--- config.mk ---
export PLATFORM = sky130hd
export DESIGN_NAME = table_writer
export DESIGN_NICKNAME = d
export VERILOG_FILES = /design/src/rtl/table_writer_pkg.sv /design/src/rtl/table_writer_ram.sv /design/src/rtl/table_writer.sv
export SDC_FILE = /design/constraint.sdc
export NUM_CORES = 1
export LEC_CHECK = 0
export BUFFER_PORTS_ARGS = -buffer_cell sky130_fd_sc_hd__buf_2
export CAP_MARGIN = 20
export CORE_MARGIN = 8
export CORE_UTILIZATION = 62
export DETAILED_ROUTE_END_ITERATION = 12
export PLACE_DENSITY = 0.79
export SYNTH_ARGS = -nofsm -noshare
export SYNTH_HDL_FRONTEND = slang
export SYNTH_SLANG_ARGS = --single-unit
--- constraint.sdc ---
create_clock -name CLK -period 4.2 [get_ports CLK]
set_input_delay 0.42 -clock CLK [delete_from_list [all_inputs] [get_ports CLK]]
set_output_delay 0.42 -clock CLK [all_outputs]
set_load 0.1 [all_outputs]
--- src/rtl/table_writer_pkg.sv ---
// Shared types and constants for the Aho-Corasick table loader.
package table_writer_pkg;

    typedef enum logic [1:0] {
        ST_IDLE  = 2'd0,
        ST_CLEAR = 2'd1,
        ST_LOAD  = 2'd2,
        ST_DONE  = 2'd3
    } state_t;

    // Reserved current-state value that never matches a lookup.
    localparam logic [7:0] STATE_NONE = 8'hFF;

    // WR_DATA / goto entry field offsets.
    localparam int CUR_LSB  = 12;
    localparam int CHAR_LSB = 8;
    localparam int NEXT_LSB = 0;

    localparam logic GOTO_REC = 1'b0;
    localparam logic FAIL_REC = 1'b1;

endpackage

--- src/rtl/table_writer_ram.sv ---
// Single write port, single registered read port array; contents are not reset.
module table_ram #(
    parameter int W     = 8,
    parameter int DEPTH = 32,
    parameter int AW    = $clog2(DEPTH)
) (
    input  logic          i_clk,
    input  logic          i_rst_n,
    input  logic          i_we,
    input  logic [AW-1:0] i_waddr,
    input  logic [W-1:0]  i_wdata,
    input  logic [AW-1:0] i_raddr,
    output logic [W-1:0]  o_rdata
);

    logic [W-1:0] r_mem [DEPTH];

    always_ff @(posedge i_clk) begin
        if (i_we) r_mem[i_waddr] <= i_wdata;
    end

    always_ff @(posedge i_clk or negedge i_rst_n) begin
        if (!i_rst_n) o_rdata <= '0;
        else          o_rdata <= r_mem[i_raddr];
    end

endmodule

--- src/rtl/table_writer.sv ---
// Goto/failure table loader: clears both tables, then fills them from a record stream.
// Optional DUP_CHECK_EN: a repeated (state, char) goto record overwrites the existing next state.
module table_writer
    import table_writer_pkg::*;
#(
    parameter int DEPTH   = 32,
    parameter int STATE_W = 8,
    parameter int CHAR_W  = 4,
    parameter int AW      = $clog2(DEPTH),
    parameter int CW      = $clog2(DEPTH + 1),
    parameter int DW      = 2 * STATE_W + CHAR_W
) (
    input  logic               CLK,
    input  logic               RST,
    input  logic               START,
    input  logic               WR_VALID,
    output logic               WR_READY,
    input  logic               WR_TYPE,
    input  logic               WR_LAST,
    input  logic [DW-1:0]      WR_DATA,
    input  logic [AW-1:0]      RD_ADDR,
    output logic [STATE_W-1:0] RD_CUR_STATE,
    output logic [CHAR_W-1:0]  RD_CHARA,
    output logic [STATE_W-1:0] RD_NEXT_STATE,
    output logic [STATE_W-1:0] RD_FAILURE,
    output logic [CW-1:0]      GOTO_COUNT,
    output logic               TABLE_VALID,
    output logic               BUSY,
    output logic               ERR
);

    state_t        r_state;
    logic [AW-1:0] r_clr_idx;
    logic [CW-1:0] r_cnt;
    logic          r_err;

    logic [STATE_W-1:0] w_cur, w_next;
    logic [CHAR_W-1:0]  w_chr;
    logic               w_clear, w_acc, w_full, w_s_ok;
    logic               w_goto_ok, w_goto_app, w_fail_ok, w_rec_err;
    logic               w_dup_hit;
    logic [AW-1:0]      w_dup_idx;

    logic               w_g_we, w_f_we;
    logic [AW-1:0]      w_g_addr, w_f_addr;
    logic [DW-1:0]      w_g_wdata, w_g_rdata;
    logic [STATE_W-1:0] w_f_wdata;

    assign w_cur  = WR_DATA[CUR_LSB  +: STATE_W];
    assign w_chr  = WR_DATA[CHAR_LSB +: CHAR_W];
    assign w_next = WR_DATA[NEXT_LSB +: STATE_W];

    assign w_clear = (r_state == ST_CLEAR);
    // A START arriving with a record wins; the record is dropped.
    assign w_acc   = WR_VALID && (r_state == ST_LOAD) && !START;
    assign w_full  = (r_cnt == CW'(DEPTH));
    assign w_s_ok  = (w_cur != '0) && (w_cur <= STATE_W'(DEPTH));

`ifdef DUP_CHECK_EN
    logic [STATE_W+CHAR_W-1:0] r_key [DEPTH];

    always_comb begin
        w_dup_hit = 1'b0;
        w_dup_idx = '0;
        for (int i = DEPTH - 1; i >= 0; i--) begin
            if ((CW'(i) < r_cnt) && (r_key[i] == {w_cur, w_chr})) begin
                w_dup_hit = 1'b1;
                w_dup_idx = AW'(i);
            end
        end
    end

    always_ff @(posedge CLK) begin
        if (w_goto_ok) r_key[w_g_addr] <= {w_cur, w_chr};
    end
`else
    assign w_dup_hit = 1'b0;
    assign w_dup_idx = '0;
`endif

    assign w_goto_ok  = w_acc && (WR_TYPE == GOTO_REC) && (w_cur != STATE_NONE)
                        && (w_dup_hit || !w_full);
    assign w_goto_app = w_goto_ok && !w_dup_hit;
    assign w_fail_ok  = w_acc && (WR_TYPE == FAIL_REC) && w_s_ok;
    assign w_rec_err  = w_acc && !(w_goto_ok || w_fail_ok);

    always_comb begin
        w_g_we    = w_clear || w_goto_ok;
        w_g_addr  = w_clear ? r_clr_idx : (w_dup_hit ? w_dup_idx : r_cnt[AW-1:0]);
        w_g_wdata = w_clear ? {STATE_NONE, CHAR_W'(0), STATE_W'(0)} : {w_cur, w_chr, w_next};
        w_f_we    = w_clear || w_fail_ok;
        w_f_addr  = w_clear ? r_clr_idx : AW'(w_cur - STATE_W'(1));
        w_f_wdata = w_clear ? '0 : w_next;
    end

    always_ff @(posedge CLK or negedge RST) begin
        if (!RST) begin
            r_state   <= ST_IDLE;
            r_clr_idx <= '0;
            r_cnt     <= '0;
            r_err     <= 1'b0;
        end else begin
            case (r_state)
                ST_CLEAR: begin
                    r_clr_idx <= r_clr_idx + 1'b1;
                    if (r_clr_idx == AW'(DEPTH - 1)) r_state <= ST_LOAD;
                end
                default: begin
                    if (START) begin
                        r_state   <= ST_CLEAR;
                        r_clr_idx <= '0;
                        r_cnt     <= '0;
                        r_err     <= 1'b0;
                    end else if (r_state == ST_LOAD) begin
                        if (w_goto_app)        r_cnt   <= r_cnt + 1'b1;
                        if (w_rec_err)         r_err   <= 1'b1;
                        if (w_acc && WR_LAST)  r_state <= ST_DONE;
                    end
                end
            endcase
        end
    end

    assign WR_READY    = (r_state == ST_LOAD);
    assign BUSY        = (r_state == ST_CLEAR) || (r_state == ST_LOAD);
    assign TABLE_VALID = (r_state == ST_DONE);
    assign GOTO_COUNT  = r_cnt;
    assign ERR         = r_err;

    table_ram #(.W(DW), .DEPTH(DEPTH), .AW(AW)) u_goto (
        .i_clk   (CLK),
        .i_rst_n (RST),
        .i_we    (w_g_we),
        .i_waddr (w_g_addr),
        .i_wdata (w_g_wdata),
        .i_raddr (RD_ADDR),
        .o_rdata (w_g_rdata)
    );

    table_ram #(.W(STATE_W), .DEPTH(DEPTH), .AW(AW)) u_fail (
        .i_clk   (CLK),
        .i_rst_n (RST),
        .i_we    (w_f_we),
        .i_waddr (w_f_addr),
        .i_wdata (w_f_wdata),
        .i_raddr (RD_ADDR),
        .o_rdata (RD_FAILURE)
    );

    assign RD_CUR_STATE  = w_g_rdata[CUR_LSB  +: STATE_W];
    assign RD_CHARA      = w_g_rdata[CHAR_LSB +: CHAR_W];
    assign RD_NEXT_STATE = w_g_rdata[NEXT_LSB +: STATE_W];

endmodule

Word level (Yosys, flattened, before mapping). Memories as Yosys holds them, arrays and structs flattened. A register that Yosys moved wholly into a read port is not among the register bits. Cells that the tools add are included.

Register bits after elaboration: 14. Memory bits (writable): 896. Bits of input ports: 31. Output and inout bits: 38. Logic and storage cells: 69. Memories kept: 2.

Add/sub/neg operators: 3. Magnitude comparators: 1. Equality and inequality tests: 7. Muxes and demuxes: 21. Bitwise operators: 2. Reductions and logical operators: 29.

Memory list: u_goto.r_mem (words 32, bits a word 20, read ports 1, clocked after Yosys merged registers in 1, wr ports 1, line table_writer_ram.sv:16) `logic [W-1:0] r_mem [DEPTH];`; u_fail.r_mem (words 32, bits a word 8, read ports 1, clocked after Yosys merged registers in 1, wr ports 1, line table_writer_ram.sv:16).

Operators by type and width (number): two-way mux 20 bit (1); two-way mux 5 bit (4); two-way mux 6 bit (3); logical AND 1 bit (10); two-way mux 2 bit (5); AND reduction 3 bit (3); <= comparator 8 x 6 -> 1 bit, second input constant (1); two-way mux 8 bit (1); inequality test 8 bit, second input constant (1); nonzero test 2 bit (4); nonzero test 8 bit (1); two-way mux 1 bit (7); adder 6 x 1 -> 6 bit, second input constant (1); equality test 6 bit, second input constant (1); nonzero test 3 bit (2); adder 5 x 1 -> 5 bit, second input constant (1); equality test 5 bit, second input constant (1); zero test 1 bit (5); subtractor 5 x 1 -> 5 bit, second input constant (1); equality test 2 bit, second input constant (2); logical OR 1 bit (4); equality test 2 x 1 -> 1 bit, second input constant (1); inequality test 2 x 1 -> 1 bit, second input constant (1); inverter 1 bit (2).

Longest topological paths before layout.
Depth after elaboration: 12. Gate-level depth with buffers: 9. Depth with buffers taken out: 7.

Cells and area by module. Synthesis repeated with hierarchy kept, for this count alone.

Cell total of the unflattened synthesis: 1984. Area, all modules: 36973.0 µm².

By module, submodules not included: table_ram at u_goto (times used 1, cells an instance 1414, area each 25653.4 µm², sequential area each 19718.9 µm²); table_ram at u_fail (times used 1, cells an instance 417, area each 10093.4 µm², sequential area each 7887.6 µm²); table_writer (times used 1, cells an instance 153, area each 1226.2 µm², sequential area each 350.3 µm²).

Worst setup path after synthesis. No wires, ideal clock.

Path type: reg2reg. Start point: register r_state[0]. End point: memory u_goto.r_mem[17][0] (netlist name), enable pin. Library setup time: 0.422 ns. Arrival time: 3.866 ns. Required time: 3.778 ns. Slack: -0.088 ns. Stages on the path, launching flop included: 8. Buffers on the path: 0. Clock period less this slack: 4.288 ns. Cell sequence: dfrtp_1 > inv_1 > ha_1 > nand2_1 > a2111oi_4 > nand2b_2 > a21o_4 > nor3_1.

Word-level cells in the longest chain between the ends: 9. Elaborated cells on any way between the ends: 11. Those cells by class: eq/ne: 2; mux: 3; reduce/logical: 6.

RTL lines: start, declared (line table_writer.sv:32) `state_t r_state;`; start signal, assigned (line table_writer.sv:98) `r_state <= ST_IDLE;`; start signal, assigned (line table_writer.sv:106) `if (r_clr_idx == AW'(DEPTH - 1)) r_state <= ST_LOAD;`; start signal, assigned (line table_writer.sv:110) `r_state <= ST_CLEAR;`; equality test 2 bit; net WR_READY (line table_writer.sv:17) `output logic WR_READY,`; logical AND 1 bit (2 in series) (line table_writer.sv:55) `assign w_acc = WR_VALID && (r_state == ST_LOAD) && !START;`; logical AND 1 bit (2 in series) (line table_writer.sv:81) `assign w_goto_ok = w_acc && (WR_TYPE == GOTO_REC) && (w_cur != STATE_NONE)`; logical AND 1 bit (line table_writer.sv:82) `&& (w_dup_hit || !w_full);`; logical OR 1 bit (line table_writer.sv:88) `w_g_we = w_clear || w_goto_ok;`; two-way mux 1 bit (line table_writer_ram.sv:19) `if (i_we) r_mem[i_waddr] <= i_wdata;`; two-way mux 1 bit (not written as such) (line table_writer_ram.sv:19); end, declared (line table_writer_ram.sv:16).

The timed path passes the listed nets, and every way through them passes these cells.

Worst setup path after layout.
Start point: register r_state[1]. End point: memory u_fail.r_mem[60][7] (netlist: u_fail.r_mem[15][7]), enable pin.

Word-level cells in the longest chain between the ends: 8. Elaborated cells on any way between the ends: 10. Those cells by class: eq/ne: 2; mux: 3; reduce/logical: 5.

RTL lines: equality test 2 bit (line table_writer.sv:55); logical AND 1 bit (2 in series) (line table_writer.sv:55); logical AND 1 bit (2 in series) (line table_writer.sv:84) `assign w_fail_ok = w_acc && (WR_TYPE == FAIL_REC) && w_s_ok;`; logical OR 1 bit (line table_writer.sv:91) `w_f_we = w_clear || w_fail_ok;`; two-way mux 1 bit (line table_writer_ram.sv:19); two-way mux 1 bit (not written as such) (line table_writer_ram.sv:19); end, declared (line table_writer_ram.sv:16).

Several ways; a longest one is shown, not always the timed one.

==> metrics.md <==
| Metric | Value |
|---|---|
| Site row count | `89` |
| CP cell instances | `inv_1 > ha_2 > inv_1 > nand2_1 > o32a_1 > nor2_1` |
| Drc violations | `0` |
| Final WL | `86,600 um` |
| CTS tree | `done` |
| Final Skew | `0.0196 ns` |
| Max_cap viols | `0` |
| Leak pwr | `14.9 nW` |
| Post-detail-place hpwl | `49,900 um` |
| Core area | `59,000 um2` |
| Total number of H-tree levels | `3` |
| Crit end category | `register` |
| GRT overflow | `0` |
| Gr usage total | `0.253` |
| Complex-gate fraction of the synthesized area | `0.0563` |
| Worst min path class | `input port to register` |
| Layout cells sized above 1 | `0.146` |
| Adder-cell share of the synthesized area | `0.00338` |
| Mux contribution to synthesized area | `0.122` |
| Clock Sinks | `938` |
| WP data required | `4.47 ns` |
| Worst stage delay on the critical path | `0.71 ns` |
| Post-synth cell types | `56` |
| Count of flip-flops with a built-in enable after synthesis | `896` |
| Warnings from Yosys | `0` |
| Crit path top cell by count | `inv_1` |
| Die Span Y | `260 um` |
| Min-Delay Endpoint | `r_state[1]$_DFFE_PN0P_` |
| Cells after Synth | `2,204` |
| PortBufs | `68` |
| Hold Crit Start | `START` |
| Post-CTS setup buffer count | `0` |
| Largest family of logic cells by synthesized area | `multiplexers` |
| Pin count of the biggest net entering global routing | `74` |
| R2R depth | `6` |
| Area leader, netlist | `edfxtp_1` |
| Final Power | `26.3 mW` |
| Status | `finished clean` |
| Dominant synthesized flop cell | `edfxtp_1` |
| Post-synthesis simple-gate area fraction | `0.0452` |
| Via-to-Cell Ratio | `6.51` |
| Power Density | `628 nW/um2` |
| Placed insts | `2,999` |
| Layout area overhead | `13.0%` |
| Mapped cell area | `37,000 um2` |
| Crit path launch type | `register` |
| Number of diodes | `0` |
| Initial antenna violation count | `0` |
| Clock buffer depth | `3` |
| Skew-Pair Late Insertion Delay | `0.66 ns` |
| Hold-fix buffers, CTS | `1` |
| Reg2reg start | `r_state[1]$_DFFE_PN0P_` |
| Worst Path Max Fanout | `30` |
| Hold Fails Final Rpt | `0` |
| Hold depth | `2` |
| Nets | `2,362` |
| CP startpoint | `r_state[1]$_DFFE_PN0P_` |
| RSZ-0062 raised after global routing | `no` |
| Total CTS buffers | `90` |
| Seq/Total Area, Yosys | `0.755` |
| Fin cells | `3,169` |
| CP top delay family | `simple AND/OR/NAND/NOR gates` |
| Synthesized area per cell | `16.8 um2` |
| Top-count cell post-synth | `edfxtp_1` |
| Root Driver | `clkbuf_16` |
| Crit path DAT | `3.45 ns` |
| Buffers & Inverters on Critical Path | `2` |
| CTS resizes | `0` |
| Largest cells by area after synthesis | `edfxtp_1 (73%), mux2i_1 (12%), dfrtp_1 (2.8%)` |
| Critical path's slowest cell | `nor2_1` |
| Total number of vias | `20,617` |
| Post-DRT Antenna Nets | `0` |
| R2R setup slack | `1.02 ns` |
| Min Tclk post-route | `3.18 ns` |
| Global-route wire length before repair | `128,000 um` |
| Slew Limit Headroom | `0.277` |
| Die area | `67,800 um2` |
| Fmax | `314 MHz` |
| Routed len/inst | `27.3 um` |
| Die Wd | `260 um` |
| Final setup fails | `0` |
| Pins over their slew limit | `0` |
| Pre-Repair DR Iteration Count | `6` |
| GPL Wtd Cong | `0.905` |
| Max VDD drop | `0.000962 V` |
| Synth top area share | `0.727` |
| Top cells by count, synth | `edfxtp_1 (896), mux2i_1 (449), nand2_1 (114)` |
| Async SR Flop Fraction | `0.0448` |
| IO Count | `69` |
| Synthesized Nets | `2,245` |
| Clock Pin Slew Worst Setup and Hold Paths | `0.06 ns` |
| Slew @ Worst Pin | `1.08 ns` |
| Post-Synth XOR/XNOR Area | `0.00142` |
| CP Class | `register to register` |
| #FFs+latches synth | `938` |
| Initial core utilization | `0.627` |
| RR Endpoint | `u_fail.r_mem[15][7]$_DFFE_PP_` |
| Initial DRC Count | `2,460` |
| Period utilization | `0.758` |
| Vias in the first global route | `20,694` |
## metal layers
metal  GRT usage  part of all wire
met1       0.350              0.39
met2       0.408              0.48
met3      0.0477             0.096
met4      0.0827             0.025
met5           0                 0
## kinds of logic after synthesis
family                     after synthesis
DFF                                    938
muxes                                  450
and+or+nand+nor                        364
AOI/OAI and AO/OA                      298
buffers and inverters                  138
adders and majority gates               10
xor gates and xnor gates                 6
## state kept, by name, indices dropped and copies added, names as in the netlist
| signal | flops |
|---|---|
| ERR | 1 |
| u_goto.o_rdata | 20 |
| u_goto.r_mem | 640 |
| GOTO_COUNT | 6 |
| u_fail.r_mem | 256 |
| r_state | 2 |
| r_clr_idx | 5 |
| u_fail.o_rdata | 8 |
## through the flow
step / TNS [ns] / hold slack, ns / setup WS [ns] / cell area (um2) / utilization
floorplan: -5.75 / 0.124 / -0.0809 / 37000 / -
global placement: 0 / 0.510 / 1.15 / 38700 / 0.656
detailed placement: 0 / 0.521 / 0.938 / 38700 / 0.656
CTS: 0 / 0.0857 / 1.09 / 41800 / 0.708
global route: 0 / 0.124 / 0.888 / 41800 / 0.708
finish: 0 / 0.130 / 1.02 / 41800 / 0.708
## worst max-delay path by stage
| stage | endpoint | slack, ns | depth (start not counted) |
|---|---|---|---|
| after floorplan | u_goto.r_mem[1][0]$_DFFE_PP_ | -0.08 | 7 |
| after CTS | u_fail.r_mem[15][7]$_DFFE_PP_ | 1.09 | 6 |
| after global routing | u_fail.r_mem[15][7]$_DFFE_PP_ | 0.89 | 6 |
| after global placement | u_fail.r_mem[10][2]$_DFFE_PP_ | 1.15 | 8 |
| after detailed placement | u_fail.r_mem[15][5]$_DFFE_PP_ | 0.94 | 8 |
| final | u_fail.r_mem[15][7]$_DFFE_PP_ | 1.02 | 6 |
## cells in the final DEF, fill, tap and decap left out, types with 42 or more instances in the layout
| cell | n |
|---|---|
| mux2i_1 | 449 |
| buf_2 | 67 |
| dfrtp_1 | 42 |
| nor2_1 | 50 |
| clkbuf_16 | 90 |
| a21oi_1 | 85 |
| a22o_1 | 58 |
| buf_4 | 68 |
| nand3_1 | 92 |
| nand2_1 | 114 |
| edfxtp_1 | 896 |
| a22oi_1 | 84 |
## layout make-up
class / count / area, um2
Multi-Input combinational cell: 1128 / 8670
Timing Repair Buffer: 148 / 1090
Tap cell: 773 / 967
Clock buffer: 115 / 2400
Clock inverter: 52 / 673
Fill cell: 3607 / 17200
Sequential cell: 938 / 28000
Inverter: 15 / 56.3
## power by group
| part | leakage [nW] | switching, mW | internal (mW) |
|---|---|---|---|
| clock | 1.50 | 3.46 | 4.88 |
| sequential | 8.57 | 0.428 | 12.6 |
| combinational | 4.84 | 3.83 | 1.07 |
Note: power is estimated with default switching activity, not from simulation.
